## src/rtl/enc_counter_pkg.sv

```systemverilog
// Shared types and helpers for the encoder counter bank: snapshot FSM state
// and the signed range limits of a BITS-wide two's complement counter.
package enc_counter_pkg;

   typedef enum logic {
      SNAP_IDLE = 1'b0,
      SNAP_ACK  = 1'b1
   } snap_state_t;

   function automatic logic [31:0] signed_max(input int bits);
      return (32'd1 << (bits - 1)) - 32'd1;
   endfunction

   function automatic logic [31:0] signed_min(input int bits);
      return 32'd1 << (bits - 1);
   endfunction

endpackage

```

## src/rtl/enc_counter_bank_if.sv

```systemverilog
// Count-request, snapshot-readout and flag signals of the encoder counter bank.
// The master side (controller) drives requests; the slave side is the bank.
interface enc_counter_bank_if #(
   parameter int CHANNELS = 4,
   parameter int BITS     = 16,
   parameter int SELW     = (CHANNELS > 1) ? $clog2(CHANNELS) : 1
);
   logic [CHANNELS-1:0] up;
   logic [CHANNELS-1:0] down;
   logic [CHANNELS-1:0] clear;
   logic                snap_req;
   logic                snap_ack;
   logic [SELW-1:0]     sel;
   logic [BITS-1:0]     rd_count;
   logic [BITS-1:0]     rd_delta;
   logic [CHANNELS-1:0] ovf;
   logic [CHANNELS-1:0] err;
   logic                flag_clr;

   modport master (
      output up, down, clear, snap_req, sel, flag_clr,
      input  snap_ack, rd_count, rd_delta, ovf, err
   );

   modport slave (
      input  up, down, clear, snap_req, sel, flag_clr,
      output snap_ack, rd_count, rd_delta, ovf, err
   );
endinterface

```

## src/rtl/enc_counter_chan.sv

```systemverilog
// One up/down counter channel with sticky overflow and up+down conflict flags.
// Wraps or clamps at the signed limits depending on SATURATE.
module enc_counter_chan
   import enc_counter_pkg::*;
#(
   parameter int BITS     = 16,
   parameter int SATURATE = 0
) (
   input  logic            clk,
   input  logic            rst,
   input  logic            up,
   input  logic            down,
   input  logic            clear,
   input  logic            flag_clr,
   output logic [BITS-1:0] count,
   output logic            ovf,
   output logic            err
);

   localparam logic [BITS-1:0] MAXV = BITS'(signed_max(BITS));
   localparam logic [BITS-1:0] MINV = BITS'(signed_min(BITS));
   localparam bit              SAT  = (SATURATE != 0);

   logic step_up;
   logic step_dn;
   logic at_max;
   logic at_min;
   logic ovf_ev;
   logic err_ev;

   assign step_up = up & ~down;
   assign step_dn = down & ~up;
   assign at_max  = (count == MAXV);
   assign at_min  = (count == MINV);
   assign ovf_ev  = ~clear & ((step_up & at_max) | (step_dn & at_min));
   assign err_ev  = up & down;

   // A new flag event in the same cycle as flag_clr keeps the bit set.
   always_ff @(posedge clk) begin
      if (rst) begin
         count <= '0;
         ovf   <= 1'b0;
         err   <= 1'b0;
      end else begin
         if (clear) begin
            count <= '0;
         end else if (step_up && !(SAT && at_max)) begin
            count <= count + 1'b1;
         end else if (step_dn && !(SAT && at_min)) begin
            count <= count - 1'b1;
         end
         ovf <= ovf_ev | (ovf & ~flag_clr);
         err <= err_ev | (err & ~flag_clr);
      end
   end

endmodule

```

## src/rtl/enc_counter_bank.sv

```systemverilog
// Bank of CHANNELS encoder counters with a shared snapshot/acknowledge FSM and
// a sel-indexed readout of the captured counts and their snapshot-to-snapshot delta.
module enc_counter_bank
   import enc_counter_pkg::*;
#(
   parameter int CHANNELS = 4,
   parameter int BITS     = 16,
   parameter int SATURATE = 0
) (
   input logic               clk,
   input logic               rst,
   enc_counter_bank_if.slave bus
);

   logic [BITS-1:0]     count [CHANNELS];
   logic [BITS-1:0]     snap  [CHANNELS];
   logic [BITS-1:0]     delta [CHANNELS];
   logic [CHANNELS-1:0] ovf_v;
   logic [CHANNELS-1:0] err_v;
   logic [BITS-1:0]     rd_count;
   logic [BITS-1:0]     rd_delta;
   logic                snap_ack;
   snap_state_t         state;

   for (genvar gi = 0; gi < CHANNELS; gi++) begin : gen_ch
      enc_counter_chan #(
         .BITS     (BITS),
         .SATURATE (SATURATE)
      ) u_chan (
         .clk      (clk),
         .rst      (rst),
         .up       (bus.up[gi]),
         .down     (bus.down[gi]),
         .clear    (bus.clear[gi]),
         .flag_clr (bus.flag_clr),
         .count    (count[gi]),
         .ovf      (ovf_v[gi]),
         .err      (err_v[gi])
      );
   end

   // Capture samples the counters before this edge's step; requests seen in
   // ACK are dropped, so a held request re-captures every other cycle.
   always_ff @(posedge clk) begin
      if (rst) begin
         state    <= SNAP_IDLE;
         snap_ack <= 1'b0;
         for (int i = 0; i < CHANNELS; i++) begin
            snap[i]  <= '0;
            delta[i] <= '0;
         end
      end else begin
         case (state)
            SNAP_IDLE: begin
               snap_ack <= 1'b0;
               if (bus.snap_req) begin
                  for (int i = 0; i < CHANNELS; i++) begin
                     snap[i]  <= count[i];
                     delta[i] <= count[i] - snap[i];
                  end
                  state    <= SNAP_ACK;
                  snap_ack <= 1'b1;
               end
            end
            SNAP_ACK: begin
               state    <= SNAP_IDLE;
               snap_ack <= 1'b0;
            end
         endcase
      end
   end

   // Out-of-range selects match no channel and read back as zero.
   always_comb begin
      rd_count = '0;
      rd_delta = '0;
      for (int i = 0; i < CHANNELS; i++) begin
         if (int'(bus.sel) == i) begin
            rd_count = snap[i];
            rd_delta = delta[i];
         end
      end
   end

   assign bus.rd_count = rd_count;
   assign bus.rd_delta = rd_delta;
   assign bus.snap_ack = snap_ack;
   assign bus.ovf      = ovf_v;
   assign bus.err      = err_v;

endmodule

```

## src/flat_wrapper.sv

```systemverilog
// flat-port wrapper written by rule: the top's interface ports become plain ports
module enc_counter_bank_flat import enc_counter_pkg::*;
#(
   parameter int CHANNELS = 4,
   parameter int BITS     = 16,
   parameter int SATURATE = 0
)
  (clk, rst, bus_up, bus_down, bus_clear, bus_snap_req, bus_sel, bus_flag_clr, bus_snap_ack, bus_rd_count, bus_rd_delta, bus_ovf, bus_err);
  enc_counter_bank_if #(.CHANNELS(CHANNELS), .BITS(BITS)) bus_i ();
  input logic clk;
  input logic rst;
  input wire logic [$bits(bus_i.up)-1:0] bus_up;
  input wire logic [$bits(bus_i.down)-1:0] bus_down;
  input wire logic [$bits(bus_i.clear)-1:0] bus_clear;
  input wire logic [$bits(bus_i.snap_req)-1:0] bus_snap_req;
  input wire logic [$bits(bus_i.sel)-1:0] bus_sel;
  input wire logic [$bits(bus_i.flag_clr)-1:0] bus_flag_clr;
  output wire logic [$bits(bus_i.snap_ack)-1:0] bus_snap_ack;
  output wire logic [$bits(bus_i.rd_count)-1:0] bus_rd_count;
  output wire logic [$bits(bus_i.rd_delta)-1:0] bus_rd_delta;
  output wire logic [$bits(bus_i.ovf)-1:0] bus_ovf;
  output wire logic [$bits(bus_i.err)-1:0] bus_err;
  assign bus_i.up = bus_up;
  assign bus_i.down = bus_down;
  assign bus_i.clear = bus_clear;
  assign bus_i.snap_req = bus_snap_req;
  assign bus_i.sel = bus_sel;
  assign bus_i.flag_clr = bus_flag_clr;
  assign bus_snap_ack = bus_i.snap_ack;
  assign bus_rd_count = bus_i.rd_count;
  assign bus_rd_delta = bus_i.rd_delta;
  assign bus_ovf = bus_i.ovf;
  assign bus_err = bus_i.err;
  enc_counter_bank #(.CHANNELS(CHANNELS), .BITS(BITS), .SATURATE(SATURATE)) u_core (.clk(clk), .rst(rst), .bus(bus_i));
endmodule
```

## config.mk

```make
export PLATFORM = sky130hd
export DESIGN_NAME = enc_counter_bank_flat
export DESIGN_NICKNAME = d
export VERILOG_FILES = /design/src/rtl/enc_counter_pkg.sv /design/src/rtl/enc_counter_bank_if.sv /design/src/rtl/enc_counter_chan.sv /design/src/rtl/enc_counter_bank.sv /design/src/flat_wrapper.sv
export SDC_FILE = /design/constraint.sdc
export NUM_CORES = 1
export LEC_CHECK = 0
export ABC_AREA = 1
export ABC_CLOCK_PERIOD_IN_PS = 8950
export CAP_MARGIN = 10
export CORE_MARGIN = 4
export CORE_UTILIZATION = 35
export DETAILED_ROUTE_END_ITERATION = 8
export PLACE_DENSITY_LB_ADDON = 0.08
export SYNTH_ARGS = -nofsm -noshare
export SYNTH_HDL_FRONTEND = slang
export SYNTH_SLANG_ARGS = --single-unit
```

## constraint.sdc

```tcl
create_clock -name clk -period 8.95 [get_ports clk]
set_input_delay 1.3425 -clock clk [delete_from_list [all_inputs] [get_ports clk]]
set_output_delay 1.3425 -clock clk [all_outputs]
set_load 0.03 [all_outputs]
```

==> impl_metrics.ini, run 1 <==
[sta]
setup_viol = 0
rsz0062_at_grt = no
fin_crit_sh = 0.670
holdWs_ps = 454
fmax_mhz = 167
timing.final.hold_violations = 0
setup_tns_ps = 0
fin_worst_skew_ps = 21.0
tightest_slew_ps = 967
finalCriticalPeriod_ps = 6000
slew_violations = 0
max_slew_margin = 0.353

[drt]
ant_nets = 0
wl_um = 48700
via_count = 14000
wl_per_cell_um = 17.1
firstDrtPassIters = 5
drc = 0
drt-initial-drc-count = 958
vias_per_cell = 4.93

[layout]
drive_above_1_share = 0.0280
nFillCells = 4617
design_area_sq_um = 17200
area_delta_synth_final_pct = 13.1
finalCoreUtilization = 0.400
final_cell_mix = 566 x nand2_1, 400 x inv_1, 228 x nor2_1, 202 x a21oi_1, 139 x nand3_1
nets = 2391
final_common_cell = nand2_1
diodes = 0

[power]
switchingPower_uw = 1140
p_leak_uw = 0.00857
total_power_uw = 3150
swShare = 0.361
internal-power_uw = 2010
pwr-share-seq = 0.361
irDropWorstVdd_v = 0.000116
share_comb_of_total_power = 0.305
powerDensity_nw_per_um2 = 183
clockPowerShare = 0.334

[die]
die_y_um = 216
initial_core_util = 0.353
std_cell_rows = 76
fp.dieW_um = 216
io_pins = 59
dieArea_sq_um = 46800
core_region_area_sq_um = 43000

[critical_path]
crit_top_cell = clkdlybuf4s50_1
required_ps = 7610
r2r_start = u_core.gen_ch[3].u_chan.count[0]
worstSetupStartpointType = input port
cp.arrival_ps = 4660
cp_max_fo = 22
crit_family = buffers and inverters
path_class = input port to output port
cp-end-kind = output port
crit_start = bus_sel[0]
critPathBufInv = 4
cp_cell_sequence = clkdlybuf4s50_1, buf_4, nand2_1, clkinv_1, a221oi_1, a21oi_1, clkdlybuf4s50_1
slowest_delay_ps = 710
critical_path.slowest_cell = clkinv_1

[clocking]
cts.sink_count = 201
cts_resized = 0
clk-insertion-delay-late_ps = 550
cts.clk_slew.worst_paths_ps = 60
tritoncts = done
cts_root_buf = clkbuf_16
cts_setup_buffers = 0
ctsHoldBuffers = 0
numCtsBuffers = 26
clockBufferDepth = 3
cts_max_level = 1

[synth]
synthDistinctLibCells = 40
syn_avg_cell_area_sq_um = 6.96
syn-num-nets = 2342
ys_ff_latch = 201
yosysSeqAreaShare = 0.349
synth_cells = 2184
syn_area_sq_um = 15200
synth_warnings = 0

[placed_design]
globalplace.congestion = 0.897
place_area_sq_um = 16300
dp_hpwl_um = 38700
placement.io_buffers = 58

[grt]
grt_overflow_total = 0
grt_pass1_wl_um = 75800
grt_max_degree = 78
antenna_found_initial = 2
grt_pass1_vias = 13200
track_usage = 0.204

[min_path]
hp-start = u_core.gen_ch[0].u_chan.ovf
hold_class = flip-flop to flip-flop

[flow_run]
cap_violations = 0

[status]
status = completed
## power groups by stage
stage,Combinational (uW),Sequential (uW),Clock [uW]
global route,1090,1140,1110
finish,961,1140,1050
detailed placement,953,1160,0
global placement,949,1160,0
floorplan,693,1130,0
CTS,959,1140,1070
## worst register-to-register path, stage by stage, from the launching register on
cell     delay, ps
dfxtp_1        410
inv_1          150
ha_1           260
fa_1           380
inv_1           90
nand3_1         70
nand2_1        160
nand2_1         80
nand2_1        130
a21o_1         150
nor2_1          40
nor2_1         310
## state kept, by name (all words and copies together) (netlist names)
name / count
u_core.delta: 64
u_core.bus.snap_ack: 1
u_core.snap: 64
u_core.gen_ch.u_chan.count: 64
u_core.gen_ch.u_chan.ovf: 4
u_core.gen_ch.u_chan.err: 4
## routing by layer
layer	global-route usage	wire length [um]
met5	0	0
met1	0.298	24000
met2	0.329	21500
met3	0.0254	2490
met4	0.0380	708
## worst paths after layout
check        slack, ps                     endpoint  depth (start not counted)
max               2950             bus_rd_count[15]                          7
min                450  u_core.gen_ch[0].u_chan.ovf                          2
max reg2reg       6470          u_core.delta[3][10]                         11
min reg2reg        450  u_core.gen_ch[0].u_chan.ovf                          2
## logic make-up after synthesis
group | count (synthesis) | synth area share
AND/OR/NAND/NOR | 1032 | 0.283
buffers and inverters | 452 | 0.116
AO/OA/AOI/OAI | 338 | 0.120
flip-flops | 201 | 0.349
adder cells (fa/ha/maj) | 140 | 0.119
XOR/XNOR | 21 | 0.0121
## layout make-up
class / instances / area (sq um) / share of cell area
flip-flops and latches: 201 / 5310 / 0.309
well taps: 585 / 732 / 0.0426
inverters: 408 / 1530 / 0.0891
repair buffers: 65 / 633 / 0.0368
multi-input cells: 1531 / 8140 / 0.474
clock inverters: 17 / 178 / 0.0103
clock buffers: 30 / 666 / 0.0387
## synthesized netlist by cell type
library cell	n	area share
a21boi_0	4	0.0020
a21o_1	6	0.0030
a21oi_1	202	0.067
a221oi_1	7	0.0040
a31oi_1	2	0.00082
and2_1	1	0.00041
buf_2	13	0.0043
buf_4	10	0.0049
buf_6	1	0.00074
clkbuf_1	18	0.0044
clkbuf_2	2	0.00066
clkinv_1	4	0.00099
dfxtp_1	73	0.096
edfxtp_1	128	0.25
fa_1	8	0.011
ha_1	132	0.11
inv_1	400	0.099
inv_2	4	0.00099
nand2_1	566	0.14
nand2_2	1	0.00041
nand3_1	139	0.046
nand3b_1	5	0.0025
nand4_1	45	0.019
nor2_1	228	0.056
nor2_2	1	0.00041
nor2_4	5	0.0037
nor3_1	25	0.0082
nor3_4	1	0.0011
nor4_1	7	0.0029
o211ai_1	12	0.0059
o21a_1	4	0.0020
o21ai_0	75	0.025
o21ai_1	4	0.0013
o21ai_2	1	0.00058
o21bai_1	7	0.0035
o22ai_1	14	0.0058
or2_1	3	0.0012
or2_2	5	0.0021
xnor2_1	13	0.0075
xor2_1	8	0.0046
## through the flow
stage	cells	setup WS, ps
6_report	2837	2950
3_3_place_gp	2790	3050
5_1_grt	2837	2780
4_1_cts	2837	3030
3_5_place_dp	2790	3050
2_1_floorplan	2184	1010
No activity file was read; power rests on OpenSTA's default activity.
==> run 2: changes to the inputs <==
--- a/config.mk
+++ b/config.mk
@@ -6,7 +6,7 @@
 export NUM_CORES = 1
 export LEC_CHECK = 0
 export ABC_AREA = 1
-export ABC_CLOCK_PERIOD_IN_PS = 8950
+export ABC_CLOCK_PERIOD_IN_PS = 5200
 export CAP_MARGIN = 10
 export CORE_MARGIN = 4
 export CORE_UTILIZATION = 35
==> constraint.sdc (replaced) <==
create_clock -name clk -period 5.2 [get_ports clk]
set_input_delay 0.78 -clock clk [delete_from_list [all_inputs] [get_ports clk]]
set_output_delay 0.78 -clock clk [all_outputs]
set_load 0.03 [all_outputs]
==> run 2 against run 1 <==
  * Clock skew is 4.6 ps higher
  * Register-to-register slack worse by 3700 ps
  * Non-clock buffer count is 1 higher
  * Via count is 0.76% higher
  * Die area stayed put
  * Core utilization hardly changed
  * Setup slack worse by 2300 ps
  * Critical path depth stayed put
  * Wire length is 0.16% lower
  * Total power is 69% higher
  * Largest cell class unchanged
  * Largest power group unchanged
  * Highest routed layer is now met5
==> impl_metrics.ini, run 2 (synthesis results as in run 1) <==
[min_path]
hp-start = u_core.gen_ch[2].u_chan.ovf
hold_class = flip-flop to flip-flop
hold_end = u_core.gen_ch[2].u_chan.ovf
hold_path_depth = 2

[power]
total_power_uw = 5330
powerDensity_nw_per_um2 = 310
irDropWorstVdd_v = 0.000232
p_leak_uw = 0.00856

[grt]
grt_pass1_wl_um = 75700
grt_max_degree = 97
grt_pass1_vias = 13100
grt_overflow_total = 0
antenna_found_initial = 2
track_usage = 0.204

[drt]
drt-initial-drc-count = 1093
via_count = 14100
wl_um = 48600
wl_per_cell_um = 17.1
firstDrtPassIters = 6
vias_per_cell = 4.96
ant_nets = 0
drc = 0

[critical_path]
ff2ff_path_depth = 12
r2r_start = u_core.gen_ch[3].u_chan.count[0]
path_class = input port to output port
slowest_delay_ps = 780
worstSetupStartpointType = input port
crit_top_cell = clkdlybuf4s50_1
required_ps = 4420
reg2reg_to = u_core.delta[3][12]
cp-end-kind = output port
critical_path.slowest_cell = clkdlybuf4s50_1
cp.arrival_ps = 3760
critPathBufInv = 3
crit_family = buffers and inverters
cp_max_fo = 19
r2r_setup_slack_ps = 2790
cp_cell_sequence = clkdlybuf4s50_1, nor2_4, inv_1, o22ai_1, a21oi_1, o21ai_0, clkdlybuf4s50_1

[sta]
slew_violations = 0
finalCriticalPeriod_ps = 4540
setup_viol = 0
rsz0062_at_grt = no
tightest_slew_ps = 1070
fin_crit_sh = 0.873
timing.final.hold_violations = 0
max_slew_margin = 0.287
fmax_mhz = 220
fin_worst_skew_ps = 25.6
setup_tns_ps = 0

[layout]
final_common_cell = nand2_1
layout.cells.non_filler = 2837
final_cell_mix = 566 x nand2_1, 400 x inv_1, 228 x nor2_1, 202 x a21oi_1, 139 x nand3_1
drive_above_1_share = 0.0298
finalCoreUtilization = 0.399
nets = 2391
diodes = 0
area_delta_synth_final_pct = 13.0
reg_top3 = u_core.delta: 64 flops, u_core.gen_ch.u_chan.count: 64 flops, u_core.snap: 64 flops

[placed_design]
placement.io_buffers = 58
dp.cells = 2791
dp_hpwl_um = 38600
globalplace.congestion = 0.877

[clocking]
tritoncts = done
cts_root_buf = clkbuf_16
numCtsBuffers = 25
cts.clk_slew.worst_paths_ps = 60
cts_setup_buffers = 0
cts_max_level = 1
clk-insertion-delay-late_ps = 550
cts_resized = 0
clockBufferDepth = 3
cts.sink_count = 201
ctsHoldBuffers = 0

[die]
std_cell_rows = 76
dieArea_sq_um = 46800
io_pins = 59
initial_core_util = 0.353
die_y_um = 216
fp.dieW_um = 216
core_region_area_sq_um = 43000

[flow_run]
cap_violations = 0

[status]
status = completed
run 2: layer usage:
layer	routed length, um	global-route usage
met5	13	0
met4	912	0.0369
met3	2350	0.0250
met2	21500	0.327
met1	23800	0.300
run 2: through the flow:
step	setup slack [ps]	hold slack, ps	cell area [sq um]
finish	662	460	17200
global route	551	488	17200
CTS	757	460	17200
detailed placement	775	445	16400
global placement	780	443	16400
floorplan	557	427	15200
run 2: layout make-up:
type | count | area, sq um
Tap cell | 585 | 732
Inverter | 408 | 1530
Clock inverter | 14 | 115
Timing Repair Buffer | 66 | 666
Clock buffer | 32 | 683
Multi-Input combinational cell | 1531 | 8140
Fill cell | 4644 | 25800
Sequential cell | 201 | 5310
run 2: worst max path at each step:
stage,from,endpoint,cells past startpoint
2_1_floorplan,bus_snap_req,u_core.delta[0][0],2
3_3_place_gp,bus_sel[0],bus_rd_count[2],7
3_5_place_dp,bus_sel[0],bus_rd_delta[14],6
4_1_cts,bus_sel[0],bus_rd_count[1],7
5_1_grt,bus_sel[0],bus_rd_count[2],7
6_report,bus_sel[0],bus_rd_count[2],7
run 2: where the power goes:
group | internal, uW | switching [uW] | total, uW
logic | 551 | 1100 | 1650
registers | 1840 | 113 | 1950
clock network | 986 | 744 | 1730
run 2: tightest hold or removal path, delay by kind of cell, from the launching register on:
kind	cells	cell delay [ps]
AND/OR/NAND/NOR	2	100
flip-flops	1	310
